==> config.mk <==
export PLATFORM = sky130hd
export DESIGN_NAME = mux_rr_scheduler
export DESIGN_NICKNAME = d
export VERILOG_FILES = /design/src/rtl/mux_sched_defs_pkg.sv /design/src/rtl/mux_rr_scheduler_pick.sv /design/src/rtl/mux_rr_scheduler.sv
export SDC_FILE = /design/constraint.sdc
export NUM_CORES = 1
export LEC_CHECK = 0
export BUFFER_PORTS_ARGS = -buffer_cell sky130_fd_sc_hd__buf_2
export CAP_MARGIN = 20
export CORE_MARGIN = 5
export CORE_UTILIZATION = 43
export CTS_CLUSTER_DIAMETER = 40
export CTS_CLUSTER_SIZE = 14
export DETAILED_ROUTE_END_ITERATION = 10
export PLACE_DENSITY_LB_ADDON = 0.3
export SETUP_SLACK_MARGIN = 0.1
export SLEW_MARGIN = 0
export SYNTH_ARGS = -nofsm -noshare
export SYNTH_HDL_FRONTEND = slang
export SYNTH_SLANG_ARGS = --single-unit
==> constraint.sdc <==
create_clock -name clock -period 1.8 [get_ports clock]
set_input_delay 0.18 -clock clock [delete_from_list [all_inputs] [get_ports clock]]
set_output_delay 0.18 -clock clock [all_outputs]
set_load 0.01 [all_outputs]
==> src/rtl/mux_sched_defs_pkg.sv <==
// Shared definitions for the round-robin lane scheduler: state encoding,
// requester count and the default word width used by the mux datapath.
package mux_sched_defs;

  typedef enum logic {
    ST_IDLE  = 1'b0,
    ST_GRANT = 1'b1
  } state_e;

  localparam int unsigned SEL_W      = 2;
  localparam int unsigned N_REQ      = 4;
  localparam int unsigned DATA_W_DEF = 16;

endpackage

==> src/rtl/mux_rr_scheduler_pick.sv <==
// Rotating-priority encoder: picks the first valid requester after last_grant,
// searching last_grant+1 .. last_grant+4 modulo 4.
module rr_pick_4
  import mux_sched_defs::*;
(
  input  logic [N_REQ-1:0] req_valid,
  input  logic [SEL_W-1:0] last_grant,
  output logic [SEL_W-1:0] pick,
  output logic             any
);

  logic [SEL_W-1:0] idx;

  // Walk from lowest to highest priority so the highest-priority hit is written last.
  always_comb begin
    pick = '0;
    any  = 1'b0;
    idx  = '0;
    for (int k = N_REQ; k >= 1; k--) begin
      idx = last_grant + SEL_W'(k);
      if (req_valid[idx]) begin
        pick = idx;
        any  = 1'b1;
      end
    end
  end

endmodule

==> src/rtl/mux_rr_scheduler.sv <==
// Round-robin scheduler sharing one DATA_W lane between four requesters with
// valid/ready handshakes and bursts of up to BURST_LEN beats per grant.
module mux_rr_scheduler
  import mux_sched_defs::*;
#(
  parameter int unsigned DATA_W    = DATA_W_DEF,
  parameter int unsigned BURST_LEN = 4,
  parameter int unsigned CNT_W     = 4
) (
  input  logic                      clock,
  input  logic                      reset,
  input  logic [N_REQ-1:0]          req_valid,
  input  logic [N_REQ*DATA_W-1:0]   req_data,
  output logic [N_REQ-1:0]          req_ready,
  output logic [SEL_W-1:0]          select,
  output logic [DATA_W-1:0]         out_data,
  output logic [SEL_W-1:0]          out_src,
  output logic                      out_valid,
  input  logic                      out_ready,
  output logic                      busy
);

  localparam logic [CNT_W-1:0] LAST_BEAT = CNT_W'(BURST_LEN - 1);

  state_e              state_q, state_d;
  logic [SEL_W-1:0]    select_q, select_d;
  logic [SEL_W-1:0]    last_grant_q, last_grant_d;
  logic [CNT_W-1:0]    beat_cnt_q, beat_cnt_d;
  logic                out_valid_q, out_valid_d;
  logic [DATA_W-1:0]   out_data_q, out_data_d;
  logic [SEL_W-1:0]    out_src_q, out_src_d;

  logic [DATA_W-1:0]   words [N_REQ];
  logic [SEL_W-1:0]    pick;
  logic                any;
  logic                lane_ready;
  logic                accept;
  logic                drain;

  for (genvar i = 0; i < N_REQ; i++) begin : g_words
    assign words[i] = req_data[i*DATA_W +: DATA_W];
  end

  rr_pick_4 u_pick (
    .req_valid  (req_valid),
    .last_grant (last_grant_q),
    .pick       (pick),
    .any        (any)
  );

  assign lane_ready = (state_q == ST_GRANT) && (!out_valid_q || out_ready);
  assign accept     = lane_ready && req_valid[select_q];
  assign drain      = out_valid_q && out_ready;

  // State register, including the datapath flops.
  always_ff @(posedge clock) begin
    if (reset) begin
      state_q      <= ST_IDLE;
      select_q     <= '0;
      last_grant_q <= SEL_W'(N_REQ - 1);
      beat_cnt_q   <= '0;
      out_valid_q  <= 1'b0;
      out_data_q   <= '0;
      out_src_q    <= '0;
    end else begin
      state_q      <= state_d;
      select_q     <= select_d;
      last_grant_q <= last_grant_d;
      beat_cnt_q   <= beat_cnt_d;
      out_valid_q  <= out_valid_d;
      out_data_q   <= out_data_d;
      out_src_q    <= out_src_d;
    end
  end

  // Next-state and next-datapath logic.
  always_comb begin
    state_d      = state_q;
    select_d     = select_q;
    last_grant_d = last_grant_q;
    beat_cnt_d   = beat_cnt_q;
    out_valid_d  = out_valid_q;
    out_data_d   = out_data_q;
    out_src_d    = out_src_q;

    if (drain) begin
      out_valid_d = 1'b0;
    end
    if (accept) begin
      out_valid_d = 1'b1;
      out_data_d  = words[select_q];
      out_src_d   = select_q;
    end

    unique case (state_q)
      ST_IDLE: begin
        if (any) begin
          state_d    = ST_GRANT;
          select_d   = pick;
          beat_cnt_d = '0;
        end
      end
      ST_GRANT: begin
        if (accept) begin
          beat_cnt_d = beat_cnt_q + CNT_W'(1);
          if (beat_cnt_q == LAST_BEAT) begin
            state_d      = ST_IDLE;
            last_grant_d = select_q;
          end
        end else if (!req_valid[select_q]) begin
          // Requester dropped out: release early so others are not starved.
          state_d      = ST_IDLE;
          last_grant_d = select_q;
        end
      end
      default: state_d = ST_IDLE;
    endcase
  end

  // Output logic; req_ready follows out_ready combinationally.
  always_comb begin
    req_ready = '0;
    if (lane_ready) begin
      req_ready[select_q] = 1'b1;
    end
    busy      = (state_q == ST_GRANT);
    select    = select_q;
    out_valid = out_valid_q;
    out_data  = out_data_q;
    out_src   = out_src_q;
  end

endmodule

; Word level (Yosys, flattened, before mapping)
; Cells that the tools add are included.
[op_classes]
n_addsub = 4
order_cmp = 7
eq_ne = 5
n_mux = 37
bitwise = 2
n_reduce_logical = 10
[op_table]
columns = operator, n
row1 = $bmux W16 S2, 1
row2 = $mux W16, 2
row3 = $mux W1, 16
row4 = $lt A2 B3 Y1 const B, 5
row5 = $mux W2, 7
row6 = $mux W4, 3
row7 = $bmux W1 S2, 5
row8 = $pmux W4 S2, 1
row9 = $add A2 B2 Y2 const B, 2
row10 = $add A4 B1 Y4 const B, 1
row11 = $eq A4 B2 Y1 const B, 1
row12 = $logic_and A1 B1 Y1, 4
row13 = $ne A2 B1 Y1 const B, 2
row14 = $ne A2 B2 Y1 const B, 2
row15 = $reduce_and A2 Y1, 2
row16 = $ge A3 B3 Y1 const B, 1
row17 = $not A2 Y3, 1
row18 = $reduce_and A3 Y1, 1
row19 = $add A2 B1 Y2 const B, 1
row20 = $demux W1 S2, 1
row21 = $ge A2 B1 Y1 const B, 1
row22 = $pmux W1 S2, 1
row23 = $reduce_bool A2 Y1, 1
row24 = $logic_not A1 Y1, 1
row25 = 2 further kinds, 2
[word_totals]
reg_bits = 28
elab_cells = 72

; Longest topological paths before layout
; Gate-level depths: netlist of run 1.
[logic_depth]
depth_word = 8
mapped_depth = 7
ltp_nobuf = 4

; By module
; From an unflattened synthesis of run 1, not the netlist that was laid out.
[hier_totals]
cells_unflattened = 171
area_unflattened_um2 = 1606.5
[modules_own_cells]
columns = mod, instances, cells_per_inst, area_each_um2
row1 = mux_rr_scheduler, 1, 157, 1515.2
row2 = rr_pick_4, 1, 14, 91.3

; Worst setup path after synthesis of run 1
; Ideal clock, no wire load.
[synth_timing]
kind = register to register
startpoint = reg select_q[0], in the netlist select[0]
endpoint = reg out_data_q[15], in the netlist out_data[15]
setup_time_ns = 0.132
arrival_ns = 1.589
required_time_ns = 1.668
path_slack_ns = 0.079
stages_incl_launch_ff = 7
path_buffers = 2
period_less_slack_ns = 1.721
path_cell_list = dfxtp_1 > mux4_2 > and3_1 > buf_6 > buf_6 > nand2_1 > a21oi_1
[synth_between]
elab_chain_cells = 4
[synth_rtl]
columns = element, line_no
row1 = start: declaration, mux_rr_scheduler.sv:26  ; logic [SEL_W-1:0] select_q, select_d;
row2 = start signal: assignment, mux_rr_scheduler.sv:67  ; select_q <= select_d;
row3 = $not A2 Y3 (implied by the code), mux_rr_scheduler.sv:91  ; out_data_d = words[select_q];
row4 = $bmux W16 S2, mux_rr_scheduler.sv:91
row5 = $mux W16 (implied by the code) (2 in a row), mux_rr_scheduler.sv:91
row6 = end signal: assignment, mux_rr_scheduler.sv:71  ; out_data_q <= out_data_d;
row7 = end: declaration, mux_rr_scheduler.sv:30  ; logic [DATA_W-1:0] out_data_q, out_data_d;
; Parallel ways exist; a longest one is shown, timed or not. The select of a mux whose other input is x is not followed.
; A chain may end at the register's enable or synchronous reset.

; Final worst setup path of run 1
[layout_timing]
startpoint = reg select_q[0], in the netlist select[0]
endpoint = reg beat_cnt_q[0]
[layout_between]
elab_chain_cells = 5
[layout_rtl]
columns = element, line_no
row1 = $bmux W1 S2, mux_rr_scheduler.sv:52  ; assign accept = lane_ready && req_valid[select_q];
row2 = $mux W1 (implied by the code), mux_rr_scheduler.sv:52
row3 = $logic_and A1 B1 Y1, mux_rr_scheduler.sv:52
row4 = $ne A2 B1 Y1 (no source line), n/a
row5 = $reduce_and A2 Y1 (no source line), n/a
row6 = end signal: assignment, mux_rr_scheduler.sv:69  ; beat_cnt_q <= beat_cnt_d;
row7 = end: declaration, mux_rr_scheduler.sv:28  ; logic [CNT_W-1:0] beat_cnt_q, beat_cnt_d;
; Every way passes these cells. The select of a mux whose other input is x is not followed.

==> results.yml, run 1 <==
logic_synthesis:
  syn_area_um2: 1580
  syn_area_per_cell_um2: 9.13
  syn-num-nets: 245
  synth-seq-area-share_pct: 35.5
  synth_top_cell_by_area: "dfxtp_1"
  synthDistinctLibCells: 30
  synth_warnings: 0
  synth-seq-cells: 28
  yosys.area.top_type_share_pct: 35.5
  ys_top_cells_by_area: "dfxtp_1, mux4_2, nand2_1"
  netlist_instances: 173
clock_tree:
  cts_setup_buffers: 0
  cts.sinks: 28
  clk_path_buf_depth: 2
  root_buffer: "clkbuf_8"
  htreeDepth: 1
  clk_pin_slew_ps: 100
  ctsHoldBuffers: 0
  clk_latency_ps: 280
  cts_tree: "yes"
  cts_buffers: 3
global_routing:
  grt_pass1_wl_mm: 6.95
  grt_start_max_net_pins: 29
  grt_pass1_vias: 1623
  grt-ovfl-total: 0
  grt_use_total_pct: 17.0
  antenna_found_initial: 0
min_path:
  worstHoldStart: "req_valid[2]"
  min_to: "beat_cnt_q[2]"
  whs_path_depth: 4
  min_path_type: "in -> reg"
die:
  die_h_um: 70.6
  io-pin-count: 97
  die_x_um: 70.6
  rows: 22
  die_area_um2: 4990
  initial_core_util_pct: 43.8
  coreArea_um2: 3610
power_and_ir_drop:
  ir_drop_mv: 0.697
  powerDensity_nw_per_um2: 759
  internal_power_w: 0.00120
  leakagePower_nw: 0.978
  seq_power_share_pct: 42.3
  switching_share_pct: 26.9
  clkPwrFrac_pct: 29.8
  comb_power_share_pct: 27.9
  p_sw_w: 0.000441
timing:
  finalCritPeriodShare_pct: 90.4
  setup_tns_ps: 0
  slew_violations: 0
  rsz0062_at_grt: "no"
  setup_viol: 0
  max_freq_mhz: 614
  min_period_ps: 1630
  fin_ws_ps: 172
  maxSlewHeadroom_pct: 67.0
  hold_viol: 0
  fin_skew_ps: 9.99
  tightest_slew_ps: 494
placement:
  place_ws_ps: 78.1
  postPlaceCellArea_um2: 2080
  gp_congestion: 0.798
  dp_hpwl_mm: 3.40
  port_buffers: 96
  dp_cells: 308
layout:
  seqCellArea_um2: 562
  fin_area_um2: 2160
  diodes: 0
  utilization_pct: 59.9
  final_cell_mix: "buf_2, nand2_1, dfxtp_1, a21oi_1, mux4_2"
  final.fill_count: 331
  layoutNonFillerInstCount: 312
  drive_gt1_share_pct: 47.3
  final_nets: 337
  multi_input_area_um2: 923
  area_growth_pct: 36.7
  final_common_cell: "buf_2"
flow_run:
  drv_cap: 0
critical_path:
  crit_required_ps: 1940
  cp-start-kind: "flip-flop"
  cp_max_fo: 19
  r2r_start: "select[0]"
  reg2reg_depth: 4
  arrival_ps: 1770
  end_kind: "flip-flop"
  worstReg2RegEnd: "beat_cnt_q[0]"
  rrSetupSlack_ps: 170
  path_class: "reg -> reg"
routing:
  antenna_left: 0
  avgRoutedWirePerCell_um: 14.0
  wl_mm: 4.36
  drt-pass1-iter-count: 4
  remaining_drc_errors: 0
  vias_per_cell: 5.15
  drt-initial-drc-count: 122
  num_vias: 1606
status:
  run_status: "finished, final reports clean"
-- critical path, stage by stage, from the launching register on --
cell      delay [ps]
dfxtp_2          360
mux4_2           570
and3_2           380
nand2b_1         120
a21oi_1           60
-- worst max path at each step --
stage,slack (ps),to,startpoint,cells past startpoint
finish,170,beat_cnt_q[0],select[0],4
global route,110,beat_cnt_q[0],select[0],4
CTS,180,req_ready[1],select[0],4
detailed placement,80,beat_cnt_q[0],select[0],4
global placement,120,beat_cnt_q[0],select[0],4
floorplan,160,out_data[15],select[0],6
-- routing by layer --
layer	global-route usage, %	share of wire [%]
met1	20.1	41
met2	30.2	51
met3	5.26	7.5
met4	4.18	0.92
met5	0	0
-- Yosys cell counts, drive strengths merged --
master and count:
xor2 2, or2 1, nand4 3, ha 1, a211o 2, o22ai 1
inv 6, mux4 17, o21a 2, a211oi 1, nand2 41, nor3 4
and3 2, a22oi 1, a21oi 25, nand2b 3, nor2 6, dfxtp 28
buf 7, clkbuf 7, a311oi 1, a21o 1, nor4 1, o21ai 3
nand3 5, nor2b 1, o31a 1
-- registers in the layout, summed over array words and instances, names as in the netlist --
signal	flops
out_valid	1
out_src	2
last_grant_q	2
beat_cnt_q	4
select	2
busy	1
out_data	16
-- per-stage QoR --
stage | hold slack [ps] | power, W
floorplan | 424 | 0.00100
global placement | 440 | 0.00116
detailed placement | 446 | 0.00117
CTS | 299 | 0.00166
global route | 349 | 0.00173
finish | 302 | 0.00164
-- repair_timing --
| item | 4_1_cts | 5_1_grt |
|---|---|---|
| pin swaps | 0 | 0 |
| endpoints found under the setup margin | 10 | 2 |
| gates resized for setup | 1 | 1 |
-- cells by family (layout without fill, tap and decap cells) --
group / Yosys count / in the layout / synth area share, %
simple gates: 67 / 67 / 18.4
compound gates: 38 / 38 / 13.9
flops: 28 / 28 / 35.5
buf+inv: 20 / 111 / 6.18
mux: 17 / 17 / 24.2
xor+xnor: 2 / 2 / 1.11
fa+ha+maj: 1 / 1 / 0.792
-- power groups by stage --
stage | Sequential [W] | Clock [W] | Combinational [W]
6_report | 0.000694 | 0.000489 | 0.000457
5_1_grt | 0.000701 | 0.000525 | 0.000505
4_1_cts | 0.000694 | 0.000504 | 0.000462
3_5_place_dp | 0.000708 | 0 | 0.000461
3_3_place_gp | 0.000706 | 0 | 0.000456
2_1_floorplan | 0.000726 | 0 | 0.000279
-- layout make-up --
| class | instances | share of cell area, % |
|---|---|---|
| Multi-Input combinational cell | 125 | 42.7 |
| Clock inverter | 1 | 1.39 |
| Timing Repair Buffer | 101 | 24.1 |
| Inverter | 6 | 1.04 |
| Tap cell | 48 | 2.78 |
| Clock buffer | 3 | 1.91 |
| Sequential cell | 28 | 26.0 |
Note: power is estimated with default switching activity, not from simulation.
==> run 2, diff against run 1 <==
SKIP_CTS_REPAIR_TIMING = 1   (was default)
SYNTH_HIERARCHICAL = 1   (was default)
==> run 2 against run 1 <==
  * Count of clock-buffer cells in the layout did not move
  * Non-clock buffer count fell by 1
  * Sequential power is essentially flat
  * Via count is 0.37% lower
  * Flip-flop and latch count is the same
  * Final cell count is 0.96% lower
  * Routed wire length down 5.5%
  * Clock skew down 6.3 ps
  * Final area up 0.35%
  * Setup slack better by 46 ps
  * Fmax is 2.9% higher
  * Sequential share of layout area decreased by 0.090 points
  * Critical endpoint unchanged
==> results.yml, run 2 <==
status:
  run_status: "finished, final reports clean"
logic_synthesis:
  synth_warnings: 6
  synth_most_common_cell: "nand2_1"
  ys_top_cells_by_area: "dfxtp_1, mux4_2, nand2_1"
  synth_top_cell_by_area: "dfxtp_1"
  synth-seq-area-share_pct: 34.9
  synthSimpleGateAreaFrac_pct: 19.5
  synth_mux_area_share_pct: 26.4
  synth_common_cells: "nand2_1, dfxtp_1, a21oi_1"
  synthDistinctLibCells: 29
  synth-seq-cells: 28
  synthAdderAreaFrac_pct: 0.779
  synth_top_family_by_area: "multiplexers"
  syn_area_per_cell_um2: 9.39
  synth_xor_area_share_pct: 1.09
  synth_compound_area_share_pct: 11.4
  synth_top_flop_cell: "dfxtp_1"
  syn-num-nets: 243
  yosys.area.top_type_share_pct: 34.9
  syn_area_um2: 1610
  async_flop_share_pct: 0
  synth_edf_count: 0
  netlist_instances: 171
layout:
  area_growth_pct: 35.0
  final_common_cell: "buf_2"
  drive_gt1_share_pct: 48.7
  utilization_pct: 59.7
  diodes: 0
  final_cell_mix: "buf_2, nand2_1, dfxtp_1, a21oi_1, mux4_2"
  final_nets: 334
  largest_register_ffs: 16
critical_path:
  crit_required_ps: 2010
  worstReg2RegEnd: "beat_cnt_q[0]"
  critPathMaxStageDelay_ps: 570
  reg2reg_depth: 5
  arrival_ps: 1790
  path_class: "reg -> reg"
  r2r_start: "select[0]"
  rrSetupSlack_ps: 220
  crit_path_frequent_cell: "nand3_1"
  critPathSlowestCell: "mux4_2"
  crit_family: "multiplexers"
  crit_buf_inv: 1
  end_kind: "flip-flop"
  cp-start-kind: "flip-flop"
  cp_max_fo: 15
  path_cells: "mux4_2, nand3_1, buf_4, nand3_1, a21oi_1"
routing:
  top_layer: "met4"
  vias_per_cell: 5.18
  remaining_drc_errors: 0
  avgRoutedWirePerCell_um: 13.3
  drt-pass1-iter-count: 5
  num_vias: 1600
  wl_met1_mm: 1.63
  dr_wl_met3_um: 389
  drt-initial-drc-count: 81
  wl_mm: 4.12
  antenna_left: 0
  dr_wl_met2_mm: 2.06
global_routing:
  grt_start_max_net_pins: 28
  grt_pass1_vias: 1559
  grt-ovfl-total: 0
  grt_pass1_wl_mm: 6.69
  grt_use_total_pct: 16.3
  antenna_found_initial: 0
clock_tree:
  clk_path_buf_depth: 2
  cts_buffers: 3
  cts_tree: "yes"
  root_buffer: "clkbuf_8"
  htreeDepth: 1
  clk_pin_slew_ps: 90
  clk_latency_ps: 270
  cts.sinks: 28
min_path:
  min_path_type: "in -> reg"
  whs_path_depth: 2
  worstHoldStart: "reset"
  min_to: "select[1]"
placement:
  port_buffers: 96
  gp_congestion: 0.805
  place_ws_ps: 236
  dp_hpwl_mm: 3.30
power_and_ir_drop:
  ir_drop_mv: 0.323
  switching_share_pct: 26.4
  p_sw_w: 0.000428
  leakagePower_nw: 0.978
  seq_power_share_pct: 43.0
  internal_power_w: 0.00119
  clkPwrFrac_pct: 30.3
  comb_power_share_pct: 26.8
  powerDensity_nw_per_um2: 746
die:
  initial_core_util_pct: 44.2
  die_x_um: 71.1
  die_h_um: 71.1
  coreArea_um2: 3630
  io-pin-count: 97
  rows: 22
  die_area_um2: 5060
timing:
  fin_ws_ps: 218
  slew_violations: 0
  max_freq_mhz: 632
  min_period_ps: 1580
  setup_tns_ps: 0
  finalCritPeriodShare_pct: 87.9
  rsz0062_at_grt: "no"
  maxSlewHeadroom_pct: 66.9
  tightest_slew_ps: 497
  setup_viol: 0
  fin_skew_ps: 3.69
  hold_viol: 0
flow_run:
  drv_cap: 0
-- run 2: cell count changes in the layout (fill, tap and decap cells not counted), moves of 2 or more --
cell | previous run | this run
o21ai_0 | 3 | 1
inv_1 | 6 | 3
o21a_1 | 2 | 0
mux2i_1 | 0 | 3
nor2_1 | 6 | 9
nor3_1 | 4 | 2
nand2b_1 | 3 | 6
a31oi_1 | 0 | 2
-- run 2: power groups by stage --
| stage | clock network (W) | logic [W] | registers, W |
|---|---|---|---|
| after floorplan | 0 | 0.000278 | 0.000721 |
| final | 0.000490 | 0.000433 | 0.000695 |
| after global routing | 0.000535 | 0.000478 | 0.000703 |
| after global placement | 0 | 0.000430 | 0.000707 |
| after CTS | 0.000502 | 0.000437 | 0.000695 |
| after detailed placement | 0 | 0.000437 | 0.000708 |
-- run 2: area by class of cell --
class,count,area [um^2]
timing repair buffer,100,514
fill,367,1470
multi-input combinational,126,950
sequential,28,562
tap,48,60.1
inverter,3,11.3
clock inverter,1,30.0
clock buffer,3,41.3
-- run 2: worst max-delay path by stage --
stage	start	slack [ps]	depth (start not counted)	endpoint
after global placement	select[0]	270	4	last_grant_q[0]
final	select[0]	220	5	beat_cnt_q[0]
after CTS	select[0]	170	4	req_ready[1]
after global routing	select[0]	100	5	beat_cnt_q[0]
after detailed placement	select[0]	240	4	last_grant_q[0]
after floorplan	select[0]	110	7	out_data[10]
-- run 2: kinds of logic (layout without fill, tap and decap cells) --
kind of cell | after synthesis | in the layout
AO/OA/AOI/OAI | 32 | 32
adder cells (fa/ha/maj) | 1 | 1
multiplexers | 21 | 21
buffers and inverters | 17 | 107
AND/OR/NAND/NOR | 70 | 70
flip-flops | 28 | 28
XOR/XNOR | 2 | 2
-- run 2: per-stage QoR --
stage                     total power, W  cell area, um^2  hold WS [ps]  cells
after floorplan                 0.000998             1610           460    171
after global placement           0.00114             2090           440    305
after detailed placement         0.00114             2090           444    305
after CTS                        0.00163             2160           347    309
after global routing             0.00172             2170           371    309
final                            0.00162             2170           346    309
-- run 2: layer usage --
layer  GRT usage [%]  up-vias
li1                -      787
met1            18.4      733
met2            30.1       75
met3            4.55        5
met4            3.76        0
met5               0        -
==> run 3, diff against run 2 <==
ABC_AREA = 1   (was default)
CORE_UTILIZATION = 45   (was 43)
==> run 3 against run 2 <==
  * Register-to-register slack is essentially flat
  * Critical path type unchanged
  * Flip-flop and latch count did not move
  * Power is 65% higher
  * First-iteration DRC count rose by 22%
  * Setup slack improved by 13 ps
  * Die area is 4.9% higher
  * Non-clock buffer count increased by 8
  * Final cell count grew 40%
  * Utilization up 3.8 points
  * Critical path depth rose by 4
  * Global-route usage increased by 4.8 points
==> results.yml, run 3 <==
power_and_ir_drop:
  p_sw_w: 0.00120
  powerDensity_nw_per_um2: 1120
  seq_power_share_pct: 32.0
  internal_power_w: 0.00147
  comb_power_share_pct: 55.1
  switching_share_pct: 44.9
  ir_drop_mv: 0.774
  leakagePower_nw: 1.25
  clkPwrFrac_pct: 13.0
routing:
  vias_per_cell: 5.16
  avgRoutedWirePerCell_um: 12.9
  antenna_left: 0
  num_vias: 2235
  drt-initial-drc-count: 99
  remaining_drc_errors: 0
  wl_mm: 5.59
  drt-pass1-iter-count: 4
timing:
  min_period_ps: 1570
  hold_viol: 0
  setup_tns_ps: 0
  rsz0062_at_grt: "yes"
  maxSlewHeadroom_pct: 58.9
  max_freq_mhz: 638
  slew_violations: 0
  tightest_slew_ps: 614
  finalCritPeriodShare_pct: 87.1
  fin_skew_ps: 8.48
  setup_viol: 0
clock_tree:
  clk_pin_slew_ps: 100
  cts.sinks: 28
  clk_path_buf_depth: 2
  root_buffer: "clkbuf_8"
  cts_buffers: 3
  clk_latency_ps: 280
  cts_tree: "yes"
  htreeDepth: 1
logic_synthesis:
  netlist_instances: 291
  synth_warnings: 6
  yosys.area.top_type_share_pct: 31.5
  synth_edf_count: 0
  synth_common_cells: "nand2_1, nand3_1, nor2_1"
  synth-seq-area-share_pct: 31.5
  synth_top_flop_cell: "dfxtp_1"
  synth_top_cell_by_area: "dfxtp_1"
  ys_top_cells_by_area: "dfxtp_1, nand2_1, nand3_1"
  syn_area_um2: 1780
  synthDistinctLibCells: 26
  syn-num-nets: 363
  synth-seq-cells: 28
  synth_most_common_cell: "nand2_1"
  async_flop_share_pct: 0
  syn_area_per_cell_um2: 6.11
placement:
  port_buffers: 96
  dp_hpwl_mm: 4.30
  postPlaceCellArea_um2: 2300
  gp_congestion: 0.920
critical_path:
  path_class: "reg -> reg"
  cp-start-kind: "flip-flop"
  reg2reg_depth: 9
  startpoint: "select[0]"
  end_kind: "flip-flop"
  r2r_start: "select[0]"
  worstReg2RegEnd: "beat_cnt_q[1]"
  crit_required_ps: 2020
  rrSetupSlack_ps: 230
  crit_end: "beat_cnt_q[1]"
  arrival_ps: 1790
  cp_max_fo: 16
die:
  die_area_um2: 5300
  die_x_um: 72.8
  io-pin-count: 97
  initial_core_util_pct: 47.5
  die_h_um: 72.8
  rows: 22
  coreArea_um2: 3740
global_routing:
  grt_pass1_wl_mm: 9.05
  grt-ovfl-total: 0
  grt_use_total_pct: 21.0
  grt_start_max_net_pins: 20
  antenna_found_initial: 0
  grt_pass1_vias: 2140
layout:
  final_nets: 459
  largest_register_ffs: 16
  area_growth_pct: 33.7
  final_cell_mix: "buf_2, nand2_1, nand3_1, nor2_1, dfxtp_1"
  utilization_pct: 63.5
  final_common_cell: "buf_2"
  diodes: 0
  drive_gt1_share_pct: 32.2
  fin_area_um2: 2380
status:
  run_status: "finished, final reports clean"
min_path:
  min_path_type: "in -> reg"
flow_run:
  drv_cap: 0
run 3: cell types whose count changed after synthesis, sizes merged, moves of 3 or more:
cell and delta:
a21oi -18, buf +4, inv +13, mux2i -3
mux4 -17, nand2 +48, nand2b -6, nand3 +40
nand4 +12, nor2 +34, o21ai +21
run 3: cells by family (layout without fill, tap and decap cells):
family / Yosys count / count (layout) / share of synthesized area, %
AND/OR/NAND/NOR: 197 / 197 / 48.9
buffers and inverters: 33 / 127 / 9.22
flip-flops: 28 / 28 / 31.5
AO/OA/AOI/OAI: 30 / 30 / 8.66
adder cells (fa/ha/maj): 1 / 1 / 0.704
XOR/XNOR: 2 / 2 / 0.986
run 3: worst max-delay path, cell delays in order, from the launching register on:
cell,delay [ps]
dfxtp_1,490
inv_4,110
nand2_1,80
nand2_1,40
nand2_1,60
nand2_1,110
nand2_4,190
buf_4,210
nand3_1,80
a21oi_1,120
run 3: layout make-up:
cell class | count | area (um^2)
Clock buffer | 3 | 41.3
Fill cell | 394 | 1370
Sequential cell | 28 | 562
Inverter | 16 | 72.6
Multi-Input combinational cell | 230 | 1060
Tap cell | 48 | 60.1
Timing Repair Buffer | 108 | 583
run 3: metal layers:
layer  share of wire (%)  vias to the layer above  GRT usage [%]
li1                    -                     1151              -
met2                  48                       97           38.2
met4                 1.1                        0           7.58
met5                   0                        -              0
met3                 9.6                        5           2.48
met1                  41                      982           25.2
run 3: worst min-delay path by stage:
stage | to | slack [ps] | from | cells after the start
after floorplan | beat_cnt_q[1] | 250 | reset | 1
after global placement | out_valid | 410 | reset | 2
after detailed placement | beat_cnt_q[3] | 420 | reset | 2
after CTS | beat_cnt_q[2] | 120 | reset | 2
after global routing | out_valid | 130 | reset | 2
final | beat_cnt_q[2] | 120 | reset | 2
run 3: power groups by stage:
| stage | combinational, W | clock [W] | sequential, W |
|---|---|---|---|
| 3_3_place_gp | 0.00140 | 0 | 0.000859 |
| 6_report | 0.00147 | 0.000346 | 0.000855 |
| 5_1_grt | 0.00166 | 0.000375 | 0.000878 |
| 2_1_floorplan | 0.000940 | 0 | 0.000899 |
| 4_1_cts | 0.00142 | 0.000350 | 0.000851 |
| 3_5_place_dp | 0.00142 | 0 | 0.000866 |
run 3: stage by stage:
step	total power, W	hold slack [ps]	worst slack [ps]	cells
final	0.00267	120	232	433
after floorplan	0.00184	249	438	291
after global routing	0.00291	127	53.4	433
after detailed placement	0.00228	423	52.6	428
after CTS	0.00262	122	22.5	431
after global placement	0.00225	415	153	428
